`src/rtl/keypad_encoder_if.sv`:
```
// Keypad-side and event-side signals of keypad_encoder.
// The encoder uses the master modport. The keypad or consumer side uses the slave modport.
interface keypad_encoder_if;
    logic [3:0] row_n;
    logic [3:0] col_n;
    logic [8:0] key_bus;
    logic       eq_pulse;
    logic       clr_pulse;

    modport master (
        input  row_n,
        output col_n, key_bus, eq_pulse, clr_pulse
    );

    modport slave (
        output row_n,
        input  col_n, key_bus, eq_pulse, clr_pulse
    );
endinterface

```
`src/rtl/keypad_encoder.sv`:
```
// 4x4 keypad scanner with frame-level debounce.
// Each accepted press produces one single-cycle key_bus event, or an eq_pulse or clr_pulse strobe.
module keypad_encoder #(
    parameter int SCAN_DIV       = 16,
    parameter int DEBOUNCE_SCANS = 4
) (
    input  logic             clk,
    input  logic             rst,
    keypad_encoder_if.master bus
);
    localparam int SW = (SCAN_DIV > 1) ? $clog2(SCAN_DIV) : 1;
    localparam int DW = $clog2(DEBOUNCE_SCANS + 1);
    localparam logic [SW-1:0] SLOT_LAST = SW'(SCAN_DIV - 1);
    localparam logic [DW-1:0] DS_MAX    = DW'(DEBOUNCE_SCANS);

    typedef enum logic [2:0] {S_SCAN, S_DEBOUNCE, S_EMIT, S_HELD, S_RELEASE} state_t;

    logic [3:0]    r_row_s1, r_row_s2;
    logic [SW-1:0] r_slot;
    logic [1:0]    r_col;
    logic [3:0]    r_col_n;
    logic [1:0]    r_acc_cnt;
    logic [3:0]    r_acc_code;
    state_t        r_state;
    logic [DW-1:0] r_dcnt;
    logic [3:0]    r_code;
    logic [8:0]    r_key_bus;
    logic          r_eq, r_clr;

    logic          w_slot_last, w_frame_end;
    logic [1:0]    w_acc_cnt;
    logic [3:0]    w_acc_code;
    state_t        w_state_next;
    logic [DW-1:0] w_dcnt_next;
    logic [3:0]    w_code_next;
    logic [8:0]    w_key_bus;
    logic          w_eq, w_clr;

    assign w_slot_last = (r_slot == SLOT_LAST);
    assign w_frame_end = w_slot_last && (r_col == 2'd3);

    // The result for the current slot is folded into the accumulator.
    // At frame end, w_acc_* holds the result for the whole completed frame.
    always_comb begin
        w_acc_cnt  = r_acc_cnt;
        w_acc_code = r_acc_code;
        for (int unsigned r = 0; r < 4; r++) begin
            if (!r_row_s2[r]) begin
                if (w_acc_cnt != 2'd2) w_acc_cnt = w_acc_cnt + 2'd1;
                w_acc_code = {2'(r), r_col};
            end
        end
    end

    always_ff @(posedge clk or posedge rst) begin
        if (rst) begin
            r_row_s1   <= '1;
            r_row_s2   <= '1;
            r_slot     <= '0;
            r_col      <= '0;
            r_col_n    <= 4'b1110;
            r_acc_cnt  <= '0;
            r_acc_code <= '0;
        end else begin
            r_row_s1 <= bus.row_n;
            r_row_s2 <= r_row_s1;
            if (w_slot_last) begin
                r_slot  <= '0;
                r_col   <= r_col + 2'd1;
                r_col_n <= {r_col_n[2:0], r_col_n[3]};
                if (r_col == 2'd3) begin
                    r_acc_cnt  <= '0;
                    r_acc_code <= '0;
                end else begin
                    r_acc_cnt  <= w_acc_cnt;
                    r_acc_code <= w_acc_code;
                end
            end else begin
                r_slot <= r_slot + SW'(1);
            end
        end
    end

    // State register. The outputs are registered from the next state, so they line up with EMIT.
    always_ff @(posedge clk or posedge rst) begin
        if (rst) begin
            r_state   <= S_SCAN;
            r_dcnt    <= '0;
            r_code    <= '0;
            r_key_bus <= '0;
            r_eq      <= 1'b0;
            r_clr     <= 1'b0;
        end else begin
            r_state   <= w_state_next;
            r_dcnt    <= w_dcnt_next;
            r_code    <= w_code_next;
            r_key_bus <= w_key_bus;
            r_eq      <= w_eq;
            r_clr     <= w_clr;
        end
    end

    always_comb begin
        w_state_next = r_state;
        w_dcnt_next  = r_dcnt;
        w_code_next  = r_code;
        unique case (r_state)
            S_SCAN: if (w_frame_end && w_acc_cnt == 2'd1) begin
                w_code_next  = w_acc_code;
                w_dcnt_next  = DW'(1);
                w_state_next = (DEBOUNCE_SCANS <= 1) ? S_EMIT : S_DEBOUNCE;
            end
            S_DEBOUNCE: if (w_frame_end) begin
                if (w_acc_cnt == 2'd1 && w_acc_code == r_code) begin
                    w_dcnt_next = r_dcnt + DW'(1);
                    if (w_dcnt_next == DS_MAX) w_state_next = S_EMIT;
                end else begin
                    w_dcnt_next  = '0;
                    w_state_next = S_SCAN;
                end
            end
            S_EMIT: begin
                w_dcnt_next  = '0;
                w_state_next = S_HELD;
            end
            S_HELD: if (w_frame_end && w_acc_cnt == 2'd0) begin
                w_dcnt_next  = DW'(1);
                w_state_next = (DEBOUNCE_SCANS <= 1) ? S_SCAN : S_RELEASE;
            end
            S_RELEASE: if (w_frame_end) begin
                if (w_acc_cnt == 2'd0) begin
                    w_dcnt_next = r_dcnt + DW'(1);
                    if (w_dcnt_next == DS_MAX) begin
                        w_dcnt_next  = '0;
                        w_state_next = S_SCAN;
                    end
                end else begin
                    w_dcnt_next  = '0;
                    w_state_next = S_HELD;
                end
            end
            default: begin
                w_dcnt_next  = '0;
                w_state_next = S_SCAN;
            end
        endcase
    end

    always_comb begin
        w_key_bus = '0;
        w_eq      = 1'b0;
        w_clr     = 1'b0;
        if (w_state_next == S_EMIT) begin
            unique case (w_code_next)
                4'd0:  w_key_bus = 9'h101;
                4'd1:  w_key_bus = 9'h102;
                4'd2:  w_key_bus = 9'h103;
                4'd3:  w_key_bus = 9'h010;
                4'd4:  w_key_bus = 9'h104;
                4'd5:  w_key_bus = 9'h105;
                4'd6:  w_key_bus = 9'h106;
                4'd7:  w_key_bus = 9'h020;
                4'd8:  w_key_bus = 9'h107;
                4'd9:  w_key_bus = 9'h108;
                4'd10: w_key_bus = 9'h109;
                4'd11: w_key_bus = 9'h040;
                4'd12: w_clr     = 1'b1;
                4'd13: w_key_bus = 9'h100;
                4'd14: w_eq      = 1'b1;
                4'd15: w_key_bus = 9'h080;
                default: w_key_bus = '0;
            endcase
        end
    end

    assign bus.col_n     = r_col_n;
    assign bus.key_bus   = r_key_bus;
    assign bus.eq_pulse  = r_eq;
    assign bus.clr_pulse = r_clr;
endmodule
```
`src/flat_wrapper.sv`:
```
// flat-port wrapper written by rule: the top's interface ports become plain ports
module keypad_encoder_flat 
#(
    parameter int SCAN_DIV       = 16,
    parameter int DEBOUNCE_SCANS = 4
)
  (clk, rst, bus_row_n, bus_col_n, bus_key_bus, bus_eq_pulse, bus_clr_pulse);
  keypad_encoder_if bus_i ();
  input  logic clk;
  input  logic rst;
  input wire logic [$bits(bus_i.row_n)-1:0] bus_row_n;
  output wire logic [$bits(bus_i.col_n)-1:0] bus_col_n;
  output wire logic [$bits(bus_i.key_bus)-1:0] bus_key_bus;
  output wire logic [$bits(bus_i.eq_pulse)-1:0] bus_eq_pulse;
  output wire logic [$bits(bus_i.clr_pulse)-1:0] bus_clr_pulse;
  assign bus_i.row_n = bus_row_n;
  assign bus_col_n = bus_i.col_n;
  assign bus_key_bus = bus_i.key_bus;
  assign bus_eq_pulse = bus_i.eq_pulse;
  assign bus_clr_pulse = bus_i.clr_pulse;
  keypad_encoder #(.SCAN_DIV(SCAN_DIV), .DEBOUNCE_SCANS(DEBOUNCE_SCANS)) u_core (.clk(clk), .rst(rst), .bus(bus_i));
endmodule
```
`config.mk`:
```
export PLATFORM = sky130hd
export DESIGN_NAME = keypad_encoder_flat
export DESIGN_NICKNAME = d
export VERILOG_FILES = /design/src/rtl/keypad_encoder_if.sv /design/src/rtl/keypad_encoder.sv /design/src/flat_wrapper.sv
export SDC_FILE = /design/constraint.sdc
export NUM_CORES = 1
export LEC_CHECK = 0
export ABC_AREA = 0
export CORE_MARGIN = 5
export CORE_UTILIZATION = 50
export DETAILED_ROUTE_END_ITERATION = 8
export GPL_TIMING_DRIVEN = 0
export PLACE_DENSITY = 0.71
export SYNTH_ARGS = -nofsm -noshare
export SYNTH_HDL_FRONTEND = slang
export SYNTH_SLANG_ARGS = --single-unit
```
`constraint.sdc`:
```
create_clock -name clk -period 7.7 [get_ports clk]
set_input_delay 1.54 -clock clk [delete_from_list [all_inputs] [get_ports clk]]
set_output_delay 1.54 -clock clk [all_outputs]
set_load 0.005 [all_outputs]
```
# Word-level counts from Yosys, hierarchy flattened
# Cells that the tools add are included.
dict set report classes {
  n_bitwise 0
  n_lt_le_gt_ge 0
  mux 40
  shifts 0
  n_div 0
  n_mul 0
  eq_ne 33
  n_addsub 7
  reduce_logical 8
}
# cell count
set ops {}
lappend ops {{9-bit case mux with 14 select lines} 1}
lappend ops {{3-bit two-way mux} 15}
lappend ops {{4-bit equality test (second input constant)} 9}
lappend ops {{4-bit two-way mux} 8}
lappend ops {{2-bit two-way mux} 9}
lappend ops {{4-bit by 3-bit equality test with 1-bit output (second input constant)} 4}
lappend ops {{3-bit case mux with 5 select lines} 1}
lappend ops {{3-bit case mux with 4 select lines} 1}
lappend ops {{2-bit by 1-bit adder with 2-bit output (second input constant)} 5}
lappend ops {{3-bit by 2-bit equality test with 1-bit output (second input constant)} 3}
lappend ops {{9-bit two-way mux} 1}
lappend ops {{4-bit by 2-bit equality test with 1-bit output (second input constant)} 2}
lappend ops {{2-bit by 1-bit != test with 1-bit output (second input constant)} 4}
lappend ops {{2-bit != test (second input constant)} 4}
lappend ops {{3-bit equality test (second input constant)} 2}
lappend ops {{4-bit by 1-bit adder with 4-bit output (second input constant)} 1}
lappend ops {{4-bit by 1-bit equality test with 1-bit output (second input constant)} 1}
lappend ops {{4-bit equality test} 1}
lappend ops {{1-bit logical AND} 4}
lappend ops {{4-bit logical NOT} 1}
lappend ops {{1-bit two-way mux} 4}
lappend ops {{4-bit AND reduction} 1}
lappend ops {{3-bit by 1-bit adder with 3-bit output (second input constant)} 1}
lappend ops {{3-bit by 1-bit equality test with 1-bit output (second input constant)} 1}
lappend ops {{4 further kinds} 4}
dict set report totals {
  memories 0
  ramBits 0
  latch_bits 0
  in_bits 6
  mem_bits_ro 0
  elab_cells 101
  reg_bits 45
}

# Longest topological paths before layout
# Gate-level depths: netlist of the first run.
dict set report depth {
  ltp_word 19
  depth_mapped 15
  depth_no_buf 13
}

# Worst setup path after synthesis of the first run
# OpenSTA, ideal clock, no wires.
dict set report synth_path {
  path_type {register -> register}
  from {register u_core.r_acc_cnt[0]}
  to {register u_core.r_key_bus[1], in the netlist u_core.bus.key_bus[1]}
  setup_slack_ns 4.359
  setup_time_ns 0.094
  arrival_time_ns 3.247
  path_stages_with_launch 15
  n_path_buf 1
  cell_sequence {dfrtp_1 inv_1 ha_1 nor2_1 mux4_2 a221o_1 inv_1 ha_1 nor2_1 a32oi_2 nor4_2 buf_6 mux2i_4 a311oi_1 a211oi_1}
}
dict set report synth_between {
  elab_chain_cells 19
}
# element line_no
set synth_rtl {}
lappend synth_rtl {{start, declared} keypad_encoder.sv:22} ;# logic [1:0] r_acc_cnt;
lappend synth_rtl {{start signal, assigned} keypad_encoder.sv:75} ;# r_acc_cnt <= w_acc_cnt;
lappend synth_rtl {{2-bit by 1-bit adder with 2-bit output / 2-bit != test (equally long branches)} keypad_encoder.sv:49} ;# if (w_acc_cnt != 2'd2) w_acc_cnt = w_acc_cnt + 2'd1;
lappend synth_rtl {{2-bit two-way mux} keypad_encoder.sv:49}
lappend synth_rtl {{2-bit two-way mux *} keypad_encoder.sv:48} ;# if (!r_row_s2[r]) begin
lappend synth_rtl {{2-bit by 1-bit adder with 2-bit output / 2-bit != test (equally long branches)} keypad_encoder.sv:49}
lappend synth_rtl {{2-bit two-way mux} keypad_encoder.sv:49}
lappend synth_rtl {{2-bit two-way mux *} keypad_encoder.sv:48}
lappend synth_rtl {{2-bit by 1-bit adder with 2-bit output / 2-bit != test (equally long branches)} keypad_encoder.sv:49}
lappend synth_rtl {{2-bit two-way mux} keypad_encoder.sv:49}
lappend synth_rtl {{(+4 left out)} -}
lappend synth_rtl {{2-bit by 1-bit equality test with 1-bit output} {keypad_encoder.sv:108, keypad_encoder.sv:114}}
lappend synth_rtl {{1-bit logical AND (on tied branches)} {keypad_encoder.sv:108, keypad_encoder.sv:114}}
lappend synth_rtl {{4-bit two-way mux / 3-bit two-way mux (equally long branches)} {keypad_encoder.sv:108, keypad_encoder.sv:114}}
lappend synth_rtl {{4-bit two-way mux / 3-bit two-way mux (equally long branches)} {keypad_encoder.sv:107, keypad_encoder.sv:113}}
lappend synth_rtl {{4-bit equality test, or another cell as far along} keypad_encoder.sv:154} ;# unique case (w_code_next)
lappend synth_rtl {{9-bit case mux with 14 select lines / 3-bit by 2-bit equality test with 1-bit output (equally long branches)} {keypad_encoder.sv:154, keypad_encoder.sv:153}}
lappend synth_rtl {{9-bit two-way mux *} keypad_encoder.sv:153} ;# if (w_state_next == S_EMIT) begin
lappend synth_rtl {{net u_core.w_key_bus[1]} keypad_encoder.sv:36} ;# logic [8:0] w_key_bus;
lappend synth_rtl {{end signal, assigned} keypad_encoder.sv:97} ;# r_key_bus <= w_key_bus;
lappend synth_rtl {{end, declared} keypad_encoder.sv:27} ;# logic [8:0] r_key_bus;
# The timed path passes the listed nets; every way through them passes the cells marked *.
# A chain may end at the register's enable or synchronous reset.

# Final worst setup path of the first run
# Ends and elaborated chain as after synthesis.

==> results of run 1 <==
flip-flops by register name, summed over array words and instances, names as in the netlist:
name and flops:
u_core.r_acc_cnt 2, u_core.r_dcnt 3, u_core.bus.eq_pulse 1, u_core.bus.key_bus 9
u_core.r_acc_code 4, u_core.r_slot 4, u_core.r_row_s1 4, u_core.r_state 3
u_core.r_col 2, u_core.r_row_s2 4, u_core.bus.clr_pulse 1, u_core.r_code 4
u_core.bus.col_n 4
final cells by class:
cell class                      instances  area, µm²  area share
Sequential cell                        45       1140       0.399
Multi-Input combinational cell        180       1160       0.408
Clock buffer                            6       82.6      0.0289
Timing Repair Buffer                   21        220      0.0771
Clock inverter                          2       37.5      0.0131
Inverter                               15       56.3      0.0197
Buffer                                  9       70.1      0.0245
Tap cell                               67       83.8      0.0294
synthesized netlist by cell type (2+ instances only):
library cell | count | area (µm²)
a21o_1 | 2 | 15.0
a21oi_1 | 16 | 80.1
a31oi_1 | 3 | 18.8
and2_1 | 2 | 12.5
and3b_1 | 2 | 17.5
buf_2 | 2 | 10.0
buf_6 | 3 | 33.8
clkbuf_1 | 3 | 11.3
dfrtp_1 | 34 | 851
dfstp_2 | 11 | 289
ha_1 | 7 | 87.6
inv_1 | 15 | 56.3
mux2i_1 | 3 | 30.0
mux2i_4 | 2 | 45.0
nand2_1 | 34 | 128
nand2b_1 | 4 | 25.0
nand3_1 | 8 | 40.0
nand4_1 | 2 | 12.5
nor2_1 | 25 | 93.8
nor2_2 | 2 | 12.5
nor2b_1 | 3 | 18.8
nor3_1 | 9 | 45.0
nor3b_1 | 3 | 22.5
nor4_2 | 2 | 25.0
o21ai_0 | 11 | 55.1
o22ai_1 | 4 | 25.0
or2_2 | 2 | 12.5
or4_1 | 2 | 15.0
xnor2_1 | 6 | 52.6
xor2_1 | 4 | 35.0
power by group through the flow:
stage                     sequential [µW]  combinational [µW]  clock, µW
final                                 256                 186        185
after global routing                  257                 208        203
after CTS                             255                 186        191
after detailed placement              260                 186          0
after global placement                260                 179          0
after floorplan                       258                 156          0
worst max-delay path by stage:
stage | to | slack [ps]
after floorplan | u_core.bus.key_bus[1] | 4360
after CTS | u_core.bus.key_bus[1] | 3860
final | u_core.bus.key_bus[1] | 3850
after detailed placement | u_core.bus.key_bus[1] | 3890
after global placement | u_core.bus.key_bus[1] | 3970
after global routing | u_core.bus.key_bus[1] | 3560
per-stage QoR:
stage	setup slack, ps	hold WS [ps]
after global routing	3560	367
final	3850	355
after global placement	3970	345
after floorplan	4360	345
after CTS	3860	359
after detailed placement	3890	347
cells by family after synthesis:
family | share of synthesized area
buffers and inverters | 0.0520
DFF | 0.469
muxes | 0.0401
AOI/OAI and AO/OA | 0.145
and+or+nand+nor | 0.216
adders and majority gates | 0.0360
xor gates and xnor gates | 0.0427
cells in the final DEF (no fill, tap or decap), types with 6 or more instances in the layout:
cell	Yosys	routed
o21ai_0	11	11
xnor2_1	6	6
dfstp_2	11	11
nand2_1	34	34
clkbuf_8	0	6
ha_1	7	7
nand3_1	8	8
a21oi_1	16	16
inv_1	15	14
clkdlybuf4s50_1	0	20
nor3_1	9	9
dfrtp_1	34	34
nor2_1	25	25
metal layers:
metal | wire [µm] | vias up | track usage
met4 | 60 | 0 | 0.0557
met5 | 0 | - | 0
li1 | - | 920 | -
met1 | 2240 | 887 | 0.215
met2 | 2150 | 40 | 0.286
met3 | 190 | 5 | 0.0418
==> results.sh, run 1 <==
export IMPL_routedWlPerCell_um=13.5
export IMPL_syn_avg_cell_area_um2=9.76
export IMPL_grt_ovfl_total=0
export IMPL_totalPowerFinal_uw=627
export IMPL_gp_congestion=0.823
export IMPL_r2r_end="u_core.bus.key_bus[1]"
export IMPL_synth_enable_flop_cells=0
export IMPL_finalSetupTns_ps=0
export IMPL_power_frac_comb=0.297
export IMPL_slew_headroom=0.647
export IMPL_worstPathCellList="inv_1 -> ha_1 -> nor2_1 -> mux4_2 -> a221o_1 -> inv_1 -> ha_1 -> nor2_1 -> a32oi_2 -> nor4_2 -> buf_6 -> mux2i_4 -> a311oi_1 -> a211oi_1"
export IMPL_grt_pass1_wl_um=8470
export IMPL_slew_viol_final=0
export IMPL_cts_htree_levels=2
export IMPL_fp_dieW_um=79.7
export IMPL_clockPowerShare=0.295
export IMPL_p_seq_frac=0.409
export IMPL_drive_gt1_frac=0.155
export IMPL_crit_path_max_incr_delay_ps=470
export IMPL_switching_share=0.308
export IMPL_crit_arrival_ps=4040
export IMPL_ioPinCount=21
export IMPL_power_density_mw_per_mm2=220
export IMPL_min_from="u_core.r_row_s1[1]"
export IMPL_critPathTopFamily="compound AO/OA/AOI/OAI gates"
export IMPL_cp_depth=14
export IMPL_final_core_util=0.605
export IMPL_die_h_um=79.7
export IMPL_ys_flop_type="dfrtp_1"
export IMPL_r2r_cells=14
export IMPL_grt_max_degree=29
export IMPL_port_buffers=20
export IMPL_setup_viol=0
export IMPL_synth_distinct_cells=53
export IMPL_finalNonFillerCells=345
export IMPL_die_area_mm2=0.00636
export IMPL_grt_pass1_vias=1895
export IMPL_std_cell_rows=25
export IMPL_ys_seq_elements=45
export IMPL_crit_fanout=10
export IMPL_drt_first_pass_iters=4
export IMPL_critPathRequiredTime_ps=7890
export IMPL_tightest_slew_ps=530
export IMPL_drt_total_wl_um=4640
export IMPL_start_kind="flop"
export IMPL_grt_usage=0.170
export IMPL_cts_tree="yes"
export IMPL_antenna_found_initial=0
export IMPL_area_growth_pct=17.4
export IMPL_p_int_uw=434
export IMPL_mappedNetlistNets=262
export IMPL_placedCellCount=337
export IMPL_clkTransAtPathRegs_ps=80
export IMPL_cts_root_buf="clkbuf_8"
export IMPL_start_util=0.515
export IMPL_cts_resized=0
export IMPL_crit_path_top_delay_cell="mux4_2"
export IMPL_holdCritPathClass="flop to flop"
export IMPL_num_vias=1852
export IMPL_synth_area_mm2=0.00243
export IMPL_fin_skew_ps=7.16
export IMPL_core_mm2=0.00472
export IMPL_synth_cells=249
export IMPL_dp_hpwl_um=3400
export IMPL_fmax_ghz=0.260
export IMPL_status="completed"
export IMPL_min_to="u_core.r_row_s2[1]"
export IMPL_cts_setup_buffers=0
export IMPL_rsz0062_at_grt="false"
export IMPL_n_fill_cell=400
export IMPL_p_leak_uw=0.00122
export IMPL_hold_violations=0
export IMPL_asyncSetResetFlopFracSynth=1.00
export IMPL_ys_seq_area_frac=0.469
export IMPL_cp_num_buf_inv=3
export IMPL_whs_path_depth=0
export IMPL_max_cap_viol_count=0
export IMPL_cts_max_path_buffers=2
export IMPL_ir_drop_mv=0.126
export IMPL_viasPerCell=5.37
export IMPL_switchingPower_uw=193
export IMPL_finalCriticalPeriod_ps=3850
export IMPL_crit_type="flop to flop"
export IMPL_cts_buffers_inserted=5
export IMPL_stdcell_area_mm2=0.00286
export IMPL_drtIter0Drc=98
export IMPL_r2r_start="u_core.r_acc_cnt[0]"
export IMPL_holdBufCountCts=0
export IMPL_numClockSinks=45
export IMPL_period_share=0.500
export IMPL_place_area_mm2=0.00274
export IMPL_cp_end_kind="flop"
export IMPL_diodes=0
export IMPL_yosysWarnings=0
export IMPL_critPathLaunch="u_core.r_acc_cnt[0]"
export IMPL_ant_nets=0
export IMPL_clock_latency_ps=300
export IMPL_nets=290
export IMPL_reg2reg_setup_slack_ps=3850
export IMPL_drc=0
No activity file was read; power rests on OpenSTA's default activity.
==> run 2: changes to the inputs <==
clock period = 4 ns   (was 7.7 ns; I/O delays follow)
==> run 2 against run 1 <==
Compared with the run above:
- final area is 0.53% higher
- clock skew is 2.5 ps lower
- sequential power is 93% higher
- maximum frequency is 2.8% higher
- global-route usage stayed put
- sequential share of layout area is 0.17 points lower
- total power is 93% higher
- via count is 0.16% higher
- largest power group unchanged
- highest routed layer unchanged
==> results.sh, run 2 (synthesis results as in run 1) <==
export IMPL_status="completed"
export IMPL_gp_congestion=0.823
export IMPL_n_fill_cell=396
export IMPL_min_to="u_core.r_row_s2[1]"
export IMPL_multiInputGateArea_mm2=0.00118
export IMPL_switching_share=0.309
export IMPL_fmax_ghz=0.267
export IMPL_slew_headroom=0.648
export IMPL_tightest_slew_ps=528
export IMPL_crit_fanout=10
export IMPL_cp_end_kind="flop"
export IMPL_ir_drop_mv=0.244
export IMPL_layout_common_cells="nand2_1 (34), dfrtp_1 (33), nor2_1 (25)"
export IMPL_drc=0
export IMPL_cts_tree="yes"
export IMPL_dp_hpwl_um=3400
export IMPL_crit_path_top_delay_cell="mux4_2"
export IMPL_critPathRequiredTime_ps=4200
export IMPL_period_share=0.936
export IMPL_cts_htree_levels=2
export IMPL_grt_usage=0.170
export IMPL_nets=290
export IMPL_crit_type="flop to flop"
export IMPL_min_from="u_core.r_row_s1[1]"
export IMPL_ioPinCount=21
export IMPL_start_kind="flop"
export IMPL_worst_slack_ps=257
export IMPL_r2r_end="u_core.bus.key_bus[1]"
export IMPL_power_density_mw_per_mm2=423
export IMPL_core_mm2=0.00472
export IMPL_ant_nets=0
export IMPL_slew_viol_final=0
export IMPL_diodes=0
export IMPL_std_cell_rows=25
export IMPL_p_int_uw=838
export IMPL_drt_total_wl_um=4660
export IMPL_worst_hold_slack_ps=354
export IMPL_rsz0062_at_grt="false"
export IMPL_start_util=0.515
export IMPL_setup_viol=0
export IMPL_clock_latency_ps=300
export IMPL_clockPowerShare=0.293
export IMPL_cts_max_path_buffers=2
export IMPL_reg2reg_setup_slack_ps=260
export IMPL_die_area_mm2=0.00636
export IMPL_fp_dieW_um=79.7
export IMPL_fin_skew_ps=4.67
export IMPL_totalPowerFinal_uw=1210
export IMPL_cts_setup_buffers=0
export IMPL_area_growth_pct=18.1
export IMPL_grt_pass1_vias=1895
export IMPL_layout_commonest_cell="nand2_1"
export IMPL_crit_path_max_incr_delay_ps=470
export IMPL_power_frac_comb=0.299
export IMPL_antenna_found_initial=0
export IMPL_drt_first_pass_iters=4
export IMPL_p_leak_uw=0.00122
export IMPL_drive_gt1_frac=0.162
export IMPL_cts_buffers_inserted=5
export IMPL_largest_reg_flops=9
export IMPL_hold_violations=0
export IMPL_seq_area_mm2=0.00114
export IMPL_finalCriticalPeriod_ps=3740
export IMPL_crit_arrival_ps=3950
export IMPL_max_cap_viol_count=0
export IMPL_final_core_util=0.608
export IMPL_whs_path_depth=0
export IMPL_grt_ovfl_total=0
export IMPL_worstPathCellList="inv_1 -> ha_1 -> nor2_1 -> mux4_2 -> a221o_1 -> inv_1 -> ha_1 -> nor2_1 -> a32oi_2 -> nor4_4 -> buf_6 -> mux2i_4 -> a311oi_1 -> a211oi_2"
export IMPL_switchingPower_uw=375
export IMPL_port_buffers=20
export IMPL_numClockSinks=45
export IMPL_die_h_um=79.7
export IMPL_holdCritPathClass="flop to flop"
export IMPL_num_vias=1855
export IMPL_viasPerCell=5.38
export IMPL_grt_pass1_wl_um=8470
export IMPL_routedWlPerCell_um=13.5
export IMPL_r2r_start="u_core.r_acc_cnt[1]"
export IMPL_drtIter0Drc=114
export IMPL_finalSetupTns_ps=0
export IMPL_clkTransAtPathRegs_ps=80
export IMPL_p_seq_frac=0.408
export IMPL_grt_max_degree=29
export IMPL_r2r_cells=14
export IMPL_place_ws_ps=186
export IMPL_cts_root_buf="clkbuf_8"
==> run 2: changes by cell type in the layout (fill, tap and decap cells not counted) <==
cell | before | now
a211oi_1 | 1 | 0
a211oi_2 | 0 | 1
dfrtp_1 | 34 | 33
dfrtp_2 | 0 | 1
nor4_2 | 2 | 1
nor4_4 | 0 | 1
==> run 2: what timing repair did <==
action | in CTS | in global routing
hold buffers | 0 | 0
gates resized for setup | 0 | 3
endpoints found under the setup margin | 0 | 2
==> run 2: worst max-delay path by stage <==
stage	from	endpoint
after global placement	u_core.r_acc_cnt[0]	u_core.bus.key_bus[1]
after detailed placement	u_core.r_acc_cnt[0]	u_core.bus.key_bus[1]
after floorplan	u_core.r_acc_cnt[0]	u_core.bus.key_bus[1]
after CTS	u_core.r_acc_cnt[0]	u_core.bus.key_bus[1]
after global routing	u_core.r_acc_cnt[1]	u_core.bus.key_bus[1]
final	u_core.r_acc_cnt[1]	u_core.bus.key_bus[1]
==> run 2: final cells by class <==
cell class              instances  share of cell area
clock inverters                 2              0.0131
clock buffers                   6              0.0288
plain buffers                   9              0.0244
repair buffers                 21              0.0767
multi-input cells             180               0.411
inverters                      15              0.0196
well taps                      67              0.0292
flip-flops and latches         45               0.398
==> run 2: worst max-delay path: cells and delay by family (launching register included) <==
family / cells / cell delay [ps]
AOI/OAI and AO/OA: 4 / 890
adders and majority gates: 2 / 620
buffers and inverters: 3 / 420
DFF: 1 / 410
muxes: 2 / 760
and+or+nand+nor: 3 / 540
==> run 2: per-layer routing <==
| metal | track usage | share of wire | vias to the layer above |
|---|---|---|---|
| met2 | 0.286 | 0.47 | 30 |
| met3 | 0.0418 | 0.033 | 5 |
| met5 | 0 | 0 | - |
| li1 | - | - | 919 |
| met1 | 0.215 | 0.48 | 901 |
| met4 | 0.0557 | 0.013 | 0 |
==> run 2: through the flow <==
step | instances | instance area, µm²
final | 345 | 2870
after global routing | 345 | 2870
after CTS | 345 | 2860
after detailed placement | 337 | 2740
after global placement | 336 | 2720
after floorplan | 249 | 2430
==> run 2: power groups by stage <==
stage	Combinational, µW	Sequential [µW]	Clock (µW)
final	363	495	355
after global placement	345	500	0
after floorplan	300	496	0
after global routing	406	496	391
after detailed placement	359	500	0
after CTS	359	492	369
==> run 3: changes to the inputs <==
MAX_ROUTING_LAYER = met4   (was not set)
==> run 3 against run 2 <==
Compared with the run above:
- total power about the same
- maximum frequency about the same
- routed wire length increased by 0.19%
- sequential power about the same
==> results.sh, run 3 (synthesis results as in run 1) <==
export IMPL_status="completed"
export IMPL_hold_violations=0
export IMPL_cp_end_kind="flop"
export IMPL_finalNonFillerCells=345
export IMPL_grt_max_degree=29
export IMPL_cts_htree_levels=2
export IMPL_gp_congestion=0.835
export IMPL_n_fill_cell=396
export IMPL_cts_buffers_inserted=5
export IMPL_p_leak_uw=0.00122
export IMPL_max_cap_viol_count=0
export IMPL_holdBufCountCts=0
export IMPL_power_density_mw_per_mm2=422
export IMPL_placedCellCount=337
export IMPL_reg2reg_setup_slack_ps=260
export IMPL_grt_pass1_wl_um=8470
export IMPL_crit_fanout=10
export IMPL_cts_tree="yes"
export IMPL_ir_drop_mv=0.244
export IMPL_std_cell_rows=25
export IMPL_drive_gt1_frac=0.162
export IMPL_die_area_mm2=0.00636
export IMPL_diodes=0
export IMPL_slew_viol_final=0
export IMPL_core_mm2=0.00472
export IMPL_antenna_found_initial=0
export IMPL_finalCriticalPeriod_ps=3740
export IMPL_cts_max_path_buffers=2
export IMPL_viasPerCell=5.37
export IMPL_routedWlPerCell_um=13.5
export IMPL_cts_resized=0
export IMPL_area_growth_pct=18.1
export IMPL_r2r_cells=14
export IMPL_cts_setup_buffers=0
export IMPL_grt_usage=0.175
export IMPL_layout_common_cells="nand2_1 (34), dfrtp_1 (33), nor2_1 (25)"
export IMPL_r2r_start="u_core.r_acc_cnt[1]"
export IMPL_port_buffers=20
export IMPL_tightest_slew_ps=529
export IMPL_nets=290
export IMPL_dp_hpwl_um=3400
export IMPL_finalSetupTns_ps=0
export IMPL_slew_headroom=0.647
export IMPL_crit_type="flop to flop"
export IMPL_numClockSinks=45
export IMPL_grt_ovfl_total=0
export IMPL_drt_total_wl_um=4670
export IMPL_die_h_um=79.7
export IMPL_start_util=0.515
export IMPL_r2r_end="u_core.bus.key_bus[1]"
export IMPL_clock_latency_ps=300
export IMPL_fin_skew_ps=4.64
export IMPL_period_share=0.935
export IMPL_clkTransAtPathRegs_ps=80
export IMPL_min_from="u_core.r_row_s1[1]"
export IMPL_drc=0
export IMPL_layout_commonest_cell="nand2_1"
export IMPL_min_to="u_core.r_row_s2[1]"
export IMPL_rsz0062_at_grt="false"
export IMPL_start_kind="flop"
export IMPL_setup_viol=0
export IMPL_grt_pass1_vias=1896
export IMPL_fmax_ghz=0.267
export IMPL_fp_dieW_um=79.7
export IMPL_crit_arrival_ps=3950
export IMPL_largest_reg_flops=9
export IMPL_whs_path_depth=0
export IMPL_num_vias=1853
export IMPL_holdCritPathClass="flop to flop"
export IMPL_drtIter0Drc=117
export IMPL_ant_nets=0
export IMPL_ioPinCount=21
export IMPL_seq_area_mm2=0.00114
export IMPL_drt_first_pass_iters=4
export IMPL_critPathRequiredTime_ps=4200
export IMPL_multiInputGateArea_mm2=0.00118
export IMPL_cts_root_buf="clkbuf_8"
[run 3: cell counts in the layout (fill, tap and decap cells not counted)]
No cell type changed its count.
[run 3: power by group]
part | internal, µW | switching [µW] | total, µW
logic | 160 | 203 | 363
registers | 475 | 19.7 | 495
clock network | 203 | 152 | 355
[run 3: worst max path at each step]
| stage | startpoint | end | cells after the start |
|---|---|---|---|
| 2_1_floorplan | u_core.r_acc_cnt[0] | u_core.bus.key_bus[1] | 14 |
| 3_3_place_gp | u_core.r_acc_cnt[0] | u_core.bus.key_bus[1] | 14 |
| 3_5_place_dp | u_core.r_acc_cnt[0] | u_core.bus.key_bus[1] | 14 |
| 4_1_cts | u_core.r_acc_cnt[0] | u_core.bus.key_bus[1] | 14 |
| 5_1_grt | u_core.r_acc_cnt[1] | u_core.bus.key_bus[1] | 14 |
| 6_report | u_core.r_acc_cnt[1] | u_core.bus.key_bus[1] | 14 |
[run 3: routing by layer]
metal | up-vias | track usage | wire length [µm]
met5 | - | - | 0
met3 | 5 | 0.0406 | 155
met4 | 0 | 0.0557 | 59
li1 | 920 | - | -
met1 | 896 | 0.216 | 2260
met2 | 32 | 0.286 | 2200
[run 3: through the flow]
step                      hold slack, ps  total power [µW]  area, µm²   util  setup slack (ps)
after floorplan                      345               795       2430      -               659
after global placement               345               844       2720  0.575               272
after detailed placement             347               859       2740  0.579               186
after CTS                            359              1220       2860  0.605               157
after global routing                 367              1290       2870  0.608              67.9
final                                354              1210       2870  0.608               258
[run 3: worst max-delay path, cell delays in order (launching register included)]
cell      delay, ps
dfrtp_1         410
inv_1           120
ha_1            380
nor2_1           60
mux4_2          470
a221o_1         410
inv_1            70
ha_1            240
nor2_1          120
a32oi_2         100
nor4_4          360
buf_6           230
mux2i_4         290
a311oi_1        100
a211oi_2        280
[run 3: layout make-up]
cell class,count,share of cell area
Multi-Input combinational cell,180,0.411
Sequential cell,45,0.398
Timing Repair Buffer,21,0.0767
Tap cell,67,0.0292
Clock buffer,6,0.0288
Buffer,9,0.0244
Inverter,15,0.0196
Clock inverter,2,0.0131
